`config.mk`:
```
export PLATFORM = sky130hd
export DESIGN_NAME = frame_sequencer
export DESIGN_NICKNAME = d
export VERILOG_FILES = /design/src/rtl/bb_pkg.sv /design/src/rtl/frame_sequencer_tick_divider.sv /design/src/rtl/frame_sequencer.sv
export SDC_FILE = /design/constraint.sdc
export NUM_CORES = 1
export LEC_CHECK = 0
export ABC_CLOCK_PERIOD_IN_PS = 5330
export BUFFER_PORTS_ARGS = -buffer_cell sky130_fd_sc_hd__buf_2
export CAP_MARGIN = 20
export CORE_AREA = 2 2 81 83
export DETAILED_ROUTE_END_ITERATION = 10
export DIE_AREA = 0 0 83 85
export PLACE_DENSITY = 0.84
export SETUP_SLACK_MARGIN = 0.1
export SYNTH_ARGS = -nofsm -noshare
export SYNTH_HDL_FRONTEND = slang
export SYNTH_HIERARCHICAL = 1
export SYNTH_SLANG_ARGS = --single-unit
```
`constraint.sdc`:
```
create_clock -name clk -period 5.33 [get_ports clk]
set_clock_uncertainty 0.1 [all_clocks]
set_input_delay 0.7995 -clock clk [delete_from_list [all_inputs] [get_ports clk]]
set_output_delay 0.7995 -clock clk [all_outputs]
set_load 0.05 [all_outputs]
```
`src/rtl/bb_pkg.sv`:
```
// Shared types and helpers for the frame sequencer and its drawing clients.
// Client buses are packed back to back; get_field pulls out one client's slot.
package bb_pkg;

    localparam int COORD_W     = 10;
    localparam int COLOUR_W    = 3;
    // Widest packed client bus the field helper accepts (32 clients of COORD_W bits).
    localparam int FIELD_BUS_W = 320;

    typedef enum logic [2:0] {
        ST_WAIT   = 3'd0,
        ST_ENABLE = 3'd1,
        ST_START  = 3'd2,
        ST_RUN    = 3'd3,
        ST_NEXT   = 3'd4
    } seq_state_t;

    function automatic logic [COORD_W-1:0] get_field(
        input logic [FIELD_BUS_W-1:0] bus,
        input int unsigned            idx,
        input int unsigned            width
    );
        logic [FIELD_BUS_W-1:0] mask;
        mask = ({{(FIELD_BUS_W-1){1'b0}}, 1'b1} << width) - {{(FIELD_BUS_W-1){1'b0}}, 1'b1};
        return COORD_W'((bus >> (idx * width)) & mask);
    endfunction

endpackage

```
`src/rtl/frame_sequencer_tick_divider.sv`:
```
// Free-running frame divider: counts 0..FRAME_DIV-1 and flags the last count.
// Runs independently of the sequencer state and of pause.
module tick_divider #(
    parameter int FRAME_DIV = 833334
) (
    input  logic i_clk,
    input  logic i_resetn,
    output logic o_tick
);

    localparam int              CNT_W = (FRAME_DIV > 1) ? $clog2(FRAME_DIV) : 1;
    localparam logic [CNT_W-1:0] LAST = CNT_W'(FRAME_DIV - 1);

    logic [CNT_W-1:0] r_count;
    logic             w_last;

    assign w_last = (r_count == LAST);
    assign o_tick = w_last;

    always_ff @(posedge i_clk) begin
        if (!i_resetn) begin
            r_count <= '0;
        end else if (w_last) begin
            r_count <= '0;
        end else begin
            r_count <= r_count + CNT_W'(1);
        end
    end

endmodule

```
`src/rtl/frame_sequencer.sv`:
```
// Per-frame scheduler owning the single VGA write port: one enable pulse per frame,
// then each client in index order gets a draw pulse and the port until done or timeout.
module frame_sequencer
    import bb_pkg::*;
#(
    parameter int N_CLIENTS = 3,
    parameter int FRAME_DIV = 833334,
    parameter int TIMEOUT   = 1023
) (
    input  logic                          clk,
    input  logic                          resetn,
    input  logic                          pause,
    input  logic [N_CLIENTS-1:0]          client_done,
    input  logic [N_CLIENTS-1:0]          client_wren,
    input  logic [COORD_W*N_CLIENTS-1:0]  client_x,
    input  logic [COORD_W*N_CLIENTS-1:0]  client_y,
    input  logic [COLOUR_W*N_CLIENTS-1:0] client_colour,
    output logic                          client_enable,
    output logic [N_CLIENTS-1:0]          client_draw,
    output logic [COORD_W-1:0]            vga_x,
    output logic [COORD_W-1:0]            vga_y,
    output logic [COLOUR_W-1:0]           vga_colour,
    output logic                          vga_plot,
    output logic                          busy,
    output logic                          overrun,
    output logic                          timeout_err,
    output logic [15:0]                   frame_count,
    output seq_state_t                    dbg_state
);

    localparam int                    CUR_W    = (N_CLIENTS > 1) ? $clog2(N_CLIENTS) : 1;
    localparam int                    TCNT_W   = $clog2(TIMEOUT + 1);
    localparam logic [CUR_W-1:0]      LAST_CUR = CUR_W'(N_CLIENTS - 1);
    localparam logic [TCNT_W-1:0]     TO_LAST  = TCNT_W'(TIMEOUT - 1);
    localparam logic [N_CLIENTS-1:0]  DRAW_ONE = N_CLIENTS'(1);

    seq_state_t          r_state;
    seq_state_t          w_next_state;
    logic [CUR_W-1:0]    r_cur;
    logic [CUR_W-1:0]    w_next_cur;
    logic [TCNT_W-1:0]   r_tcnt;
    logic [TCNT_W-1:0]   w_next_tcnt;
    logic [15:0]         r_frame_count;
    logic                r_overrun;
    logic                r_timeout_err;
    logic                w_tick;
    logic                w_set_timeout;
    logic                w_frame_done;
    logic                w_forward;

    tick_divider #(
        .FRAME_DIV (FRAME_DIV)
    ) u_tick_divider (
        .i_clk    (clk),
        .i_resetn (resetn),
        .o_tick   (w_tick)
    );

    always_ff @(posedge clk) begin
        if (!resetn) begin
            r_state       <= ST_WAIT;
            r_cur         <= '0;
            r_tcnt        <= '0;
            r_frame_count <= '0;
            r_overrun     <= 1'b0;
            r_timeout_err <= 1'b0;
        end else begin
            r_state <= w_next_state;
            r_cur   <= w_next_cur;
            r_tcnt  <= w_next_tcnt;
            // A tick outside WAIT is only recorded; the frame in flight is untouched.
            if (w_tick && (r_state != ST_WAIT)) begin
                r_overrun <= 1'b1;
            end
            if (w_set_timeout) begin
                r_timeout_err <= 1'b1;
            end
            if (w_frame_done) begin
                r_frame_count <= r_frame_count + 16'd1;
            end
        end
    end

    always_comb begin
        w_next_state  = r_state;
        w_next_cur    = r_cur;
        w_next_tcnt   = r_tcnt;
        w_set_timeout = 1'b0;
        w_frame_done  = 1'b0;
        client_enable = 1'b0;
        client_draw   = '0;
        case (r_state)
            ST_WAIT: begin
                if (w_tick && !pause) begin
                    w_next_state = ST_ENABLE;
                end
            end
            ST_ENABLE: begin
                client_enable = 1'b1;
                w_next_cur    = '0;
                w_next_state  = ST_START;
            end
            ST_START: begin
                client_draw  = DRAW_ONE << r_cur;
                w_next_tcnt  = '0;
                w_next_state = ST_RUN;
            end
            ST_RUN: begin
                w_next_tcnt = r_tcnt + TCNT_W'(1);
                // done has priority over a timeout landing in the same cycle
                if (client_done[r_cur]) begin
                    w_next_state = ST_NEXT;
                end else if (r_tcnt == TO_LAST) begin
                    w_set_timeout = 1'b1;
                    w_next_state  = ST_NEXT;
                end
            end
            ST_NEXT: begin
                if (r_cur == LAST_CUR) begin
                    w_frame_done = 1'b1;
                    w_next_state = ST_WAIT;
                end else begin
                    w_next_cur   = r_cur + CUR_W'(1);
                    w_next_state = ST_START;
                end
            end
            default: begin
                w_next_state = ST_WAIT;
            end
        endcase
    end

    assign w_forward = (r_state == ST_START) || (r_state == ST_RUN);

    always_comb begin
        vga_plot   = 1'b0;
        vga_x      = '0;
        vga_y      = '0;
        vga_colour = '0;
        if (w_forward) begin
            vga_plot   = client_wren[r_cur];
            vga_x      = get_field(FIELD_BUS_W'(client_x), 32'(r_cur), COORD_W);
            vga_y      = get_field(FIELD_BUS_W'(client_y), 32'(r_cur), COORD_W);
            vga_colour = COLOUR_W'(get_field(FIELD_BUS_W'(client_colour), 32'(r_cur), COLOUR_W));
        end
    end

    assign busy        = (r_state != ST_WAIT);
    assign overrun     = r_overrun;
    assign timeout_err = r_timeout_err;
    assign frame_count = r_frame_count;
    assign dbg_state   = r_state;

endmodule

```
==> impl.org <==
** Cells and area
- FILL cells :: 546
- Area growth from synthesis to layout :: 23.7%
- For this run, the post-layout net count is about 610.
- The post-route netlist has roughly 28% of its cells at a drive strength greater than 1.
- The number of antenna diodes in the final layout is 0.
- Number of non-filler instances in the completed layout :: roughly 600

** Clocking
- Total number of clock tree sinks :: 53
- Clock tree root driver cell :: clkbuf_8
- The number of gates resized after CTS was 0.
- Clock latency on the worst-skew pair :: around 300 ps
- Worst-path clk slew :: 100 ps
- The H-tree was split into 2 levels.
- CTS Buffer Depth :: 2
- Hold-fix buffers at CTS :: 0
- Buffers inserted by post-CTS timing repair :: 0
- Number of buffers created by CTS :: 5
- TritonCTS built the clock tree.

** Floorplan
- Effective utilization at floorplan :: just over 50%
- In this run the standard cell core region covers about 0.0062 mm^2.
- Die width :: a little over 80 um
- The floorplan step defined a die boundary enclosing between 0.007 and 0.008 mm^2.
- Die height :: around 85 um
- Boundary Pins :: between 100 and 150
- Row generation in the floorplan step produced 29 rows.

** Synthesis
- Summed over all instances, the cell type with the most area after synthesis is dfxtp_1.
- Post-Synthesis Mean Instance Area :: approximately 8 um^2
- In the post-synthesis netlist, the biggest area contributors are dfxtp_1 (34%), nor2_1 (12%), mux2i_1 (8.5%).
- Sequential elements use 33.5% of the synthesized area.
- Number of storage elements in the synthesis netlist :: 53
- Unique masters post-synth :: between 40 and 50
- Primary flip-flop cell chosen by synthesis mapping :: dfxtp_1
- Proportion of netlist area held by the largest area contributor :: about a third
- Number of warnings printed during yosys synthesis :: 6
- Counting every instance in the synthesized netlist gives approximately 400.
- Async S/R FF share, synth :: 0%
- Counting every net in the synthesized netlist gives 489.
- In this run, synthesis inferred 0 flip-flops with an integrated enable.
- After synthesis the cells add up to about 0.0032 mm^2.

** STA
- Top achievable clock speed :: approximately 300 MHz
- Setup repair after global routing left no endpoint under its margin.
- The hold violation total from the final report was 0.
- Worst slew margin relative to its limit :: 32.7%
- Portion of the clock cycle consumed by the worst path in the final layout :: 62.2%
- Setup TNS Final :: 0 ps
- Actual slew at the worst max-slew pin :: around 1000 ps
- Minimum clock period :: 3310 ps
- The max-slew violation count is 0.
- Final setup margin :: around 2000 ps
- Final setup viols :: 0
- Hold timing on the final database bottoms out at a slack of 380 ps.

** Critical path
- Worst Path Max Fanout :: 29
- STA classifies the critical path endpoint as a primary output.
- By startpoint and endpoint, the worst setup path is classified as flip-flop to primary output.
- Worst setup startpoint :: r_cur[1]$_SDFFE_PN0P_
- The worst register-to-register path begins at r_cur[1]$_SDFFE_PN0P_.
- Data on the critical path is required at its endpoint by 4430 ps.
- Data arrives at the worst endpoint at 2410 ps.
- Startpoint type of the worst setup path :: flip-flop

** Min path
- The path class of the tightest hold or removal check is flip-flop to flip-flop.
- HP Start :: overrun$_SDFFE_PN0P_

** Detailed routing
- Overall via count from detail_route :: ~3200
- Antenna violation net count after detailed routing :: 0
- Remaining routing DRC violations :: 0
- Total length of routed wires :: ~7.9 mm
- Initial DRT Pass Iterations :: 5
- After detailed routing, the average wire length per cell comes to approximately 13 um.
- After detailed routing, the number of vias per cell comes to 5.29.
- The first routing iteration left roughly 160 violations.

** Global routing
- Initial antenna violation count :: 0
- GRT Residual Overflow :: 0
- Via count of the first global-routing pass :: 2936
- Maximum number of pins on one net before global-route repair :: 32
- The first global-routing pass estimated approximately 13 mm of wire.
- Global routing used around 22% of the available tracks across all layers.

** Placed design
- Timing analysis after detailed placement gives a worst setup slack of roughly 2300 ps.
- DP Wirelength :: ~6 mm
- I/O Buffers :: about 130
- Counting tap cells, the placed design contains a total of 590 instances.
- Final GP Congestion :: ~0.84

** Status
- The flow ran to the end, and the final reports show no timing, DRC or antenna violations.

** Power
- IR analysis of the VDD net gives a maximum drop of about 0.00015 V.
- The clock network is responsible for between 30% and 40% of the overall power.
- Overall power consumption after layout is estimated at about 680 uW.
- Seq pwr share :: around three fifths
- Pwr dens :: around 170 mW/mm^2
- Net switching power :: ~160 uW
- Of the total power, the share spent switching nets is a little under a quarter.
- Cell internal power was estimated by the tool at around 520 uW.
- Combinational cells account for 8.0% of the total power.
- Static Leakage :: about 1.7 nW

** Job
- Max-cap violations in this run came to 0.
## through the flow
| stage | area, um^2 | utilization, % |
|---|---|---|
| after global placement | 3820 | 61.6 |
| after CTS | 3920 | 63.1 |
| after floorplan | 3170 | - |
| after global routing | 3920 | 63.1 |
| final | 3920 | 63.1 |
| after detailed placement | 3820 | 61.6 |
## cells by family (layout without fill, tap and decap cells)
logic type | Yosys count | count (layout) | share of synthesized area [%]
and+or+nand+nor | 200 | 200 | 32.1
xor gates and xnor gates | 34 | 34 | 9.41
buffers and inverters | 29 | 147 | 4.07
adders and majority gates | 8 | 8 | 3.16
muxes | 27 | 27 | 8.54
AOI/OAI and AO/OA | 52 | 52 | 9.25
DFF | 53 | 53 | 33.5
## state kept, by name, summed over array words and instances (netlist names)
signal and count:
timeout_err 1, frame_count 16, r_cur 2, overrun 1
r_tcnt 10, dbg_state 3, u_tick_divider/r_count 20
## cells in the final DEF, fill, tap and decap left out, types with 3 or more instances in the layout
master,Yosys,final
buf_2,7,127
nor2_1,98,98
dfxtp_1,53,53
a21oi_1,35,35
mux2i_1,27,27
xnor2_1,22,22
nand2_1,17,17
nand3_1,14,14
nand4_1,12,12
xor2_1,12,12
inv_1,9,9
o21ai_0,9,9
ha_1,8,8
and3_1,7,7
or3_1,7,7
nor3_1,7,7
nand2b_1,6,6
nor4_1,5,5
clkbuf_8,0,5
and2_1,4,4
and4_1,3,3
nand3b_1,3,3
clkinvlp_4,0,3
buf_4,3,3
## power groups by stage
stage          combinational [mW]  clock, mW  sequential (mW)
6_report                   0.0542      0.226            0.400
4_1_cts                    0.0543      0.231            0.400
2_1_floorplan              0.0231          0            0.409
3_3_place_gp               0.0528          0            0.409
5_1_grt                    0.0612      0.246            0.401
3_5_place_dp               0.0541          0            0.409
## layout make-up
type / count / area [um^2] / area share [%]
tap: 77 / 96.3 / 2.46
inverter: 9 / 33.8 / 0.863
timing repair buffer: 130 / 658 / 16.8
multi-input combinational: 321 / 1980 / 50.4
clock buffer: 5 / 68.8 / 1.76
clock inverter: 3 / 22.5 / 0.575
sequential: 53 / 1060 / 27.1
## per-layer routing
layer	vias to the layer above	GRT usage (%)	wire length, um
met5	-	0	0
met3	10	4.28	490
met1	1419	26.6	3340
met4	0	7.75	103
li1	1618	-	-
met2	116	38.3	3960
## Yosys cell counts, types with 2 or more instances
library cell	n
and3_1	7
mux2i_1	27
nand2b_1	6
and4_1	3
nor4b_1	2
nand3_1	14
ha_1	8
nor3_1	7
nor2b_1	2
nor2_1	98
dfxtp_1	53
and2_1	4
o21a_1	2
nand4_1	12
clkbuf_1	9
xnor2_1	22
a21oi_2	2
nand2_1	17
buf_4	3
a21oi_1	35
inv_1	9
xor2_1	12
buf_2	7
nand3b_1	3
nor3b_1	2
o21ai_0	9
nor4_1	5
or3_1	7
## critical path, cell delays in order, from the launching register on
cell and delay (ps):
dfxtp_1 940, inv_1 210, nor2_1 150, buf_4 270, a21oi_1 100, nor2_1 120, buf_2 300
## final timing paths
path              cells after the start  slack, ps                      endpoint
setup / recovery                      6       2020                      vga_y[8]
hold / removal                        2        380          overrun$_SDFFE_PN0P_
setup reg to reg                      5       2640  frame_count[10]$_SDFFE_PN0P_
hold reg to reg                       2        380          overrun$_SDFFE_PN0P_
Note: power is estimated with default switching activity, not from simulation.
